### config.mk
export PLATFORM = sky130hd
export DESIGN_NAME = seg_scan_ctrl
export DESIGN_NICKNAME = d
export VERILOG_FILES = /design/src/rtl/seg_scan_ctrl.sv
export SDC_FILE = /design/constraint.sdc
export NUM_CORES = 1
export LEC_CHECK = 0
export BUFFER_PORTS_ARGS = -buffer_cell sky130_fd_sc_hd__buf_4
export CORE_AREA = 5 5 86 88
export CTS_CLUSTER_SIZE = 40
export DETAILED_ROUTE_END_ITERATION = 8
export DIE_AREA = 0 0 91 93
export PLACE_DENSITY_LB_ADDON = 0.12
export SLEW_MARGIN = 15
export SYNTH_ARGS = -nofsm -noshare
export SYNTH_HDL_FRONTEND = slang
export SYNTH_SLANG_ARGS = --single-unit
### constraint.sdc
create_clock -name clk -period 2.2 [get_ports clk]
set_input_delay 0.22 -clock clk [delete_from_list [all_inputs] [get_ports clk]]
set_output_delay 0.22 -clock clk [all_outputs]
set_load 0.03 [all_outputs]
### src/rtl/seg_scan_ctrl.sv
// seg_scan_ctrl: scan controller for a 4-digit common-anode 7-segment display.
// A value is taken in through a load strobe. It is parked in a pending register
// and moved into the shadow register only at a frame boundary, so a frame never
// shows a mix of old and new digits. Each digit slot starts with a blanking gap
// (all anodes off) and then lights the selected digit.
// Optional feature: define LEADING_ZERO_BLANK_EN to turn off leading-zero
// digits 3..1. Digit 0 is always lit.
module seg_scan_ctrl #(
   parameter int PRESCALE     = 50000,  // cycles per digit slot (blank + on)
   parameter int BLANK_CYCLES = 16      // all-off cycles at the start of each slot
) (
   input  logic        clk,
   input  logic        rst,
   input  logic [15:0] data_in,
   input  logic        load,
   output logic        upd_ack,
   output logic        frame_tick,
   output logic [3:0]  digit_nib,
   output logic [3:0]  an
);

   localparam int CW = $clog2(PRESCALE);

   typedef enum logic {
      BLANK = 1'b0,
      ON    = 1'b1
   } state_t;

   state_t      state_reg, state_next;
   logic [CW-1:0] cnt_reg, cnt_next;
   logic [1:0]  d_reg, d_next;
   logic [15:0] pending_reg, pending_next;
   logic        pend_vld_reg, pend_vld_next;
   logic [15:0] shadow_reg, shadow_next;
   logic [3:0]  an_next;
   logic [3:0]  nib_next;
   logic        ack_next;
   logic        tick_next;

   logic [3:0]  lit;        // per-digit enable after leading-zero suppression
   logic        slot_end;   // last ON cycle of the current digit slot
   logic        boundary;   // last ON cycle of digit 3: the frame boundary

   assign slot_end = (state_reg == ON) && (cnt_reg == CW'(PRESCALE - 1));
   assign boundary = slot_end && (d_reg == 2'd3);

   // Digit i is suppressed when shadow nibbles i..3 are all zero. Digit 0 is
   // never suppressed. The result comes from the shadow register, so it only
   // changes at frame boundaries.
   generate
      for (genvar gi = 0; gi < 4; gi++) begin : g_lit
`ifdef LEADING_ZERO_BLANK_EN
         if (gi == 0) begin : g_d0
            assign lit[gi] = 1'b1;
         end else begin : g_dn
            assign lit[gi] = |shadow_reg[15:4*gi];
         end
`else
         assign lit[gi] = 1'b1;
`endif
      end
   endgenerate

   // Next-state logic for the blank/on phase, slot counter, digit index,
   // load handshake and registered outputs.
   always_comb begin
      state_next    = state_reg;
      cnt_next      = cnt_reg + 1'b1;
      d_next        = d_reg;
      pending_next  = pending_reg;
      pend_vld_next = pend_vld_reg;
      shadow_next   = shadow_reg;
      nib_next      = digit_nib;
      ack_next      = 1'b0;
      tick_next     = 1'b0;
      an_next       = 4'b1111;

      case (state_reg)
         BLANK: begin
            if (cnt_reg == CW'(BLANK_CYCLES - 1)) begin
               state_next = ON;
            end
         end
         ON: begin
            if (slot_end) begin
               state_next = BLANK;
               cnt_next   = '0;
               d_next     = d_reg + 2'd1;
            end
         end
         default: begin
            state_next = BLANK;
            cnt_next   = '0;
         end
      endcase

      // A load in the boundary cycle goes straight to the shadow register.
      // Otherwise the pending value (latest load wins) is committed.
      if (boundary) begin
         tick_next = 1'b1;
         if (load) begin
            shadow_next   = data_in;
            pending_next  = data_in;
            pend_vld_next = 1'b0;
            ack_next      = 1'b1;
         end else if (pend_vld_reg) begin
            shadow_next   = pending_reg;
            pend_vld_next = 1'b0;
            ack_next      = 1'b1;
         end
      end else if (load) begin
         pending_next  = data_in;
         pend_vld_next = 1'b1;
      end

      // The nibble is chosen on entry to BLANK and held for the whole slot.
      if (slot_end) begin
         nib_next = shadow_next[{d_next, 2'b00} +: 4];
      end

      if ((state_next == ON) && lit[d_next]) begin
         an_next = ~(4'b0001 << d_next);
      end
   end

   // State and output registers. Reset clears everything and drops any pending load.
   always_ff @(posedge clk or posedge rst) begin
      if (rst) begin
         state_reg    <= BLANK;
         cnt_reg      <= '0;
         d_reg        <= 2'd0;
         pending_reg  <= 16'h0000;
         pend_vld_reg <= 1'b0;
         shadow_reg   <= 16'h0000;
         an           <= 4'b1111;
         digit_nib    <= 4'h0;
         upd_ack      <= 1'b0;
         frame_tick   <= 1'b0;
      end else begin
         state_reg    <= state_next;
         cnt_reg      <= cnt_next;
         d_reg        <= d_next;
         pending_reg  <= pending_next;
         pend_vld_reg <= pend_vld_next;
         shadow_reg   <= shadow_next;
         an           <= an_next;
         digit_nib    <= nib_next;
         upd_ack      <= ack_next;
         frame_tick   <= tick_next;
      end
   end

endmodule

* Yosys cells after proc, flatten, opt, wreduce, memory -nomap -nowiden
Index checks and enable logic that the tools add are counted.
Storage, ports and cells: flip-flop bits (word level) 62, input port bits 19, output and inout port bits 10, logic and storage cells 43
Cells by class: $add $sub $neg 2, $lt $le $gt $ge 1, equal/unequal tests 3, shifts and indexed selects 2, muxes and demuxes 19, bitwise logic cells 2, reductions and logical operators 4
Operator list (number):
- two-way mux 16 bit | 5
- adder 16 x 1 -> 16 bit, second input constant | 1
- == test 16 bit, second input constant | 1
- == test 16 x 4 -> 1 bit, second input constant | 1
- indexed part select 16 x 5 -> 4 bit | 1
- two-way mux 1 bit | 9
- two-way mux 2 bit | 2
- two-way mux 4 bit | 1
- inverter 4 bit | 1
- << shifter 1 x 2 -> 4 bit, first input constant | 1
- logical AND 1 bit | 3
- less-than comparator 2 x 3 -> 1 bit, second input constant | 1
- adder 2 x 1 -> 2 bit, second input constant | 1
- binary-select mux 1 bit (select 2 bit) | 1
- == test 2 bit, second input constant | 1
- one-hot mux 1 bit (2 select lines) | 1
- nonzero test 2 bit | 1
- inverter 1 bit | 1

* Logic depth before layout (Yosys ltp)
depth after elaboration 8, depth in mapped cells 12, depth with buffers taken out 8

* Worst setup path before layout
OpenSTA, ideal clock, no wires.
path type reg2reg, from register cnt_reg[0], to register digit_nib[0], setup time 0.134 ns, arrival 2.036 ns, data required time 2.066 ns, slack 0.031 ns, cell stages (with the launch flop) 13, path buffers 4, period minus slack after synthesis 2.169 ns, path through dfrtp_1 > ha_1 > and3_1 > clkbuf_2 > and3_1 > buf_4 > and3_4 > buf_6 > buf_4 > o22ai_1 > nor3_1 > o21ai_0 > o211ai_1
Between the ends: longest elaborated chain between the ends 5, elaborated cells between the ends (all ways) 7, those cells by class eq/ne: 1; shift: 1; mux: 3; reduce/logical: 2
RTL lines:
- start: declaration | line 30 | logic [CW-1:0] cnt_reg, cnt_next;
- start signal: assignment | line 141 | cnt_reg <= cnt_next;
- == test 16 bit | line 44 | assign slot_end = (state_reg == ON) && (cnt_reg == CW'(PRESCALE - 1));
- logical AND 1 bit | line 44
- logical AND 1 bit | line 45 | assign boundary = slot_end && (d_reg == 2'd3);
- named net boundary | line 42 | logic boundary;
- two-way mux 16 bit | line 99 | if (boundary) begin
- indexed part select 16 x 5 -> 4 bit | line 118 | nib_next = shadow_next[{d_next, 2'b00} +: 4];
- end signal: assignment | line 147 | digit_nib <= nib_next;
- end: declaration | line 18 | output logic [3:0] digit_nib,
The timed path passes the listed nets, and every way through them passes these cells. A chain may end at the register's enable or synchronous reset.

* Worst setup path after layout
from register cnt_reg[0], to register digit_nib[1]
Between the ends: longest elaborated chain between the ends 5, elaborated cells between the ends (all ways) 7, those cells by class eq/ne: 1; shift: 1; mux: 3; reduce/logical: 2
RTL lines:
- == test 16 bit | line 44
- logical AND 1 bit | line 44
- logical AND 1 bit | line 45
- two-way mux 16 bit | line 99
- named net shadow_next[9] | line 34 | logic [15:0] shadow_reg, shadow_next;
- indexed part select 16 x 5 -> 4 bit | line 118
The timed path passes the listed nets, and every way through them passes these cells.

==> impl_metrics.prom <==
# TYPE chip_impl_metric gauge
chip_impl_metric{name="dpl.hpwl",unit="um"} 4650
chip_impl_info{name="rsz0062_at_grt",value="true"} 1
chip_impl_info{name="dominantRegCellSynth",value="sky130_fd_sc_hd__dfrtp_1"} 1
chip_impl_metric{name="postLayoutSetupSlackWorst",unit="ps"} 96.5
chip_impl_metric{name="globalRouteMet2Util",unit=""} 0.225
chip_impl_info{name="grt-busiest-layer",value="met1"} 1
chip_impl_info{name="r2r-start",value="cnt_reg[0]$_DFF_PP0_"} 1
chip_impl_metric{name="gpl.final_weighted_congestion",unit=""} 0.754
chip_impl_metric{name="max_cap_viol_count",unit=""} 0
chip_impl_metric{name="ant_nets",unit=""} 0
chip_impl_metric{name="gr-total-overflow",unit=""} 0
chip_impl_metric{name="antenna_cells_inserted",unit=""} 0
chip_impl_metric{name="reg2reg_slack",unit="ps"} 100
chip_impl_metric{name="cp.arrival",unit="ps"} 2340
chip_impl_metric{name="drive_gt1_frac",unit=""} 0.278
chip_impl_metric{name="layout.nets",unit=""} 351
chip_impl_metric{name="share_seq_of_total_power",unit=""} 0.516
chip_impl_metric{name="whs_path_depth",unit=""} 2
chip_impl_metric{name="rows",unit=""} 30
chip_impl_info{name="r2r_end",value="digit_nib[1]$_DFFE_PP0N_"} 1
chip_impl_metric{name="vdd.ir_drop.worst",unit="V"} 0.000463
chip_impl_metric{name="clock_skew",unit="ps"} 12.9
chip_impl_metric{name="core_region_area",unit="sq um"} 6570
chip_impl_metric{name="numCtsBuffers",unit=""} 9
chip_impl_metric{name="async_reset_ff_frac",unit=""} 1.00
chip_impl_metric{name="portion_of_total_power_attributed_to_the_clock_network",unit=""} 0.436
chip_impl_metric{name="synth.net_count",unit=""} 305
chip_impl_metric{name="worstPathRequired",unit="ps"} 2440
chip_impl_metric{name="vias_in_the_first_global_route",unit=""} 2243
chip_impl_info{name="worstHoldPathType",value="in2reg"} 1
chip_impl_metric{name="power.internal",unit="uW"} 1780
chip_impl_metric{name="power_density",unit="nW/um^2"} 657
chip_impl_metric{name="clock_tree.buffer_depth",unit=""} 2
chip_impl_metric{name="detail_route.drc_violations",unit=""} 0
chip_impl_metric{name="instances_no_fill",unit=""} 415
chip_impl_metric{name="dieHeight",unit="um"} 93
chip_impl_info{name="critPathKind",value="reg2reg"} 1
chip_impl_metric{name="yosys.cell_types.count",unit=""} 37
chip_impl_metric{name="floorplan.die_area",unit="sq um"} 8460
chip_impl_info{name="critPathCaptureType",value="flip-flop"} 1
chip_impl_metric{name="register_clock_pin_slew_on_the_reported_worst_setup_and_hold_paths",unit="ps"} 80
chip_impl_metric{name="leakagePower",unit="uW"} 0.00160
chip_impl_metric{name="dr_iter_0_viols",unit=""} 132
chip_impl_metric{name="period_needed",unit="ps"} 2100
chip_impl_info{name="run_status",value="complete, no violations"} 1
chip_impl_metric{name="layout_worst_path_cycle_share",unit=""} 0.956
chip_impl_metric{name="yosys_warnings",unit=""} 0
chip_impl_metric{name="synth.cell_area",unit="sq um"} 2870
chip_impl_metric{name="syn_area_per_cell",unit="sq um"} 10.1
chip_impl_metric{name="setup-violations-final",unit=""} 0
chip_impl_metric{name="vias",unit=""} 2273
chip_impl_info{name="hold_path_end",value="pending_reg[10]$_DFFE_PP0P_"} 1
chip_impl_metric{name="syn-instance-count",unit=""} 284
chip_impl_metric{name="io_pins",unit=""} 29
chip_impl_metric{name="grt_antenna_before_repair",unit=""} 0
chip_impl_info{name="worstHoldStart",value="data_in[10]"} 1
chip_impl_metric{name="slew-limit-headroom",unit=""} 0.745
chip_impl_metric{name="slew_viol_final",unit=""} 0
chip_impl_metric{name="area_delta_synth_final",unit="%"} 21.5
chip_impl_metric{name="pwr-share-comb",unit=""} 0.047
chip_impl_metric{name="placedCellCount",unit=""} 398
chip_impl_info{name="setup.worst_path.start_class",value="flip-flop"} 1
chip_impl_metric{name="htree_levels",unit=""} 3
chip_impl_metric{name="clkSinkCount",unit=""} 62
chip_impl_info{name="tritoncts_clock_tree",value="built"} 1
chip_impl_metric{name="grt_first_pass_wirelength",unit="um"} 11300
chip_impl_metric{name="rr_worst_depth",unit=""} 9
chip_impl_metric{name="post_drt_wl_per_cell",unit="um"} 16.2
chip_impl_metric{name="floorplan.die.width",unit="um"} 91
chip_impl_metric{name="hold_violation_count_in_the_final_report",unit=""} 0
chip_impl_metric{name="critical_path_peak_fanout",unit=""} 11
chip_impl_info{name="cts-root-buf",value="sky130_fd_sc_hd__clkbuf_8"} 1
chip_impl_metric{name="pre_cts_slack",unit="ps"} 98.0
chip_impl_metric{name="netSwitchingFraction",unit=""} 0.224
chip_impl_metric{name="viasPerCell",unit=""} 5.48
chip_impl_metric{name="gr-usage-met3",unit=""} 0.0386
chip_impl_metric{name="globalRouteTotalUtil",unit=""} 0.168
chip_impl_metric{name="count_of_buffers_from_port_buffering",unit=""} 28
chip_impl_metric{name="wl",unit="um"} 6710
chip_impl_metric{name="synth.yosys.seq_area_share",unit=""} 0.543
chip_impl_metric{name="yosys_register_bits",unit=""} 62
chip_impl_metric{name="power_switching",unit="uW"} 513
chip_impl_metric{name="floorplan.initialDensity",unit=""} 0.437
chip_impl_metric{name="number_of_enable_type_register_cells_in_the_synthesized_netlist",unit=""} 0
chip_impl_metric{name="grt_start_max_net_pins",unit=""} 30
chip_impl_metric{name="fmaxAchievable",unit="MHz"} 475
chip_impl_metric{name="clk-insertion-delay-late",unit="ps"} 340
chip_impl_metric{name="drt_pass1_iterations",unit=""} 4
chip_impl_metric{name="max_slew.worst_pin.slew",unit="ps"} 382
chip_impl_metric{name="gr-usage-met1",unit=""} 0.252
==> cells in the mapped netlist (all sizes together) (3+ instances only) <==
cell,instances,area share
nor3b,3,0.0078
xnor2,6,0.018
nor2,67,0.088
nand2,15,0.020
and2,4,0.0087
nand3,8,0.014
dfrtp,58,0.51
clkbuf,9,0.012
dfstp,4,0.037
and3,8,0.019
or3,4,0.0087
o21ai,5,0.0087
a21oi,7,0.012
inv,3,0.0039
nand4,4,0.0087
nor3,5,0.0087
buf,6,0.014
mux2,18,0.071
xor2,6,0.018
o22ai,14,0.033
a31oi,14,0.031
==> per-stage QoR <==
step           hold WS [ps]  utilization  area [sq um]  power [uW]  setup TNS [ps]
3_3_place_gp            222        0.499          3280        1310               0
6_report                117        0.531          3490        2290               0
5_1_grt                 114        0.531          3490        2380           -13.8
4_1_cts                 107        0.530          3480        2310               0
3_5_place_dp            223        0.499          3280        1310               0
2_1_floorplan           372            -          2870        1260               0
==> cells by family (layout without fill, tap and decap cells) <==
logic type / count (synthesis) / count (layout) / synth area share
buffers and inverters: 18 / 69 / 0.0297
and+or+nand+nor: 123 / 123 / 0.200
xor gates and xnor gates: 12 / 12 / 0.0366
AOI/OAI and AO/OA: 48 / 48 / 0.108
muxes: 19 / 19 / 0.0741
DFF: 62 / 62 / 0.543
adders and majority gates: 2 / 2 / 0.00872
==> layout by cell type, fill, tap and decap left out, drive strengths merged, types with 3 or more instances in the layout <==
cell type	n
nor2	67
dfrtp	58
buf	49
mux2	18
nand2	15
a31oi	14
o22ai	14
clkbuf	12
nand3	8
and3	8
a21oi	7
xnor2	6
xor2	6
nor3	5
o21ai	5
nand4	4
and2	4
or3	4
dfstp	4
nor3b	3
inv	3
==> area by class of cell <==
type                    instances  area, sq um
fillers                       584         3080
well taps                      80          100
flip-flops and latches         62         1560
repair buffers                 50          390
clock buffers                  12          145
inverters                       3         11.3
multi-input cells             204         1230
clock inverters                 4         47.5
==> critical path, stage by stage (launching register included) <==
cell and delay, ps:
sky130_fd_sc_hd__dfrtp_1 400, sky130_fd_sc_hd__ha_1 230, sky130_fd_sc_hd__and3_1 170, sky130_fd_sc_hd__and3_1 160
sky130_fd_sc_hd__and3_4 220, sky130_fd_sc_hd__buf_4 170, sky130_fd_sc_hd__o22ai_1 150, sky130_fd_sc_hd__nor2_1 90
sky130_fd_sc_hd__mux2_2 270, sky130_fd_sc_hd__o21a_1 170
==> layer usage <==
layer	part of all wire	vias to the layer above	routed length, um
met5	0	-	0
met4	0.021	0	140
met3	0.050	11	336
met2	0.41	55	2780
met1	0.51	1109	3450
li1	-	1098	-
==> what timing repair did <==
| item | 4_1_cts | 5_1_grt |
|---|---|---|
| endpoints found under the hold margin | 14 | 0 |
| resized for setup | 0 | 2 |
| buffers inserted | 0 | 0 |
| hold buffers | 1 | 0 |
| setup endpoints to repair | 0 | 3 |
==> how the worst max path moves through the flow <==
stage,from,to,slack [ps]
2_1_floorplan,cnt_reg[0]$_DFF_PP0_,digit_nib[0]$_DFFE_PP0N_,30
3_3_place_gp,cnt_reg[0]$_DFF_PP0_,digit_nib[1]$_DFFE_PP0N_,140
3_5_place_dp,cnt_reg[0]$_DFF_PP0_,digit_nib[1]$_DFFE_PP0N_,100
4_1_cts,cnt_reg[0]$_DFF_PP0_,digit_nib[1]$_DFFE_PP0N_,100
5_1_grt,cnt_reg[5]$_DFF_PP0_,digit_nib[2]$_DFFE_PP0N_,-10
6_report,cnt_reg[0]$_DFF_PP0_,digit_nib[1]$_DFFE_PP0N_,100
==> power by group through the flow <==
stage / clock network, uW / logic (uW) / registers [uW]
2_1_floorplan: 0 / 59.1 / 1200
3_3_place_gp: 0 / 109 / 1200
3_5_place_dp: 0 / 109 / 1200
4_1_cts: 1020 / 110 / 1180
5_1_grt: 1070 / 121 / 1190
6_report: 999 / 108 / 1180
(Power assumes the default switching activity.)
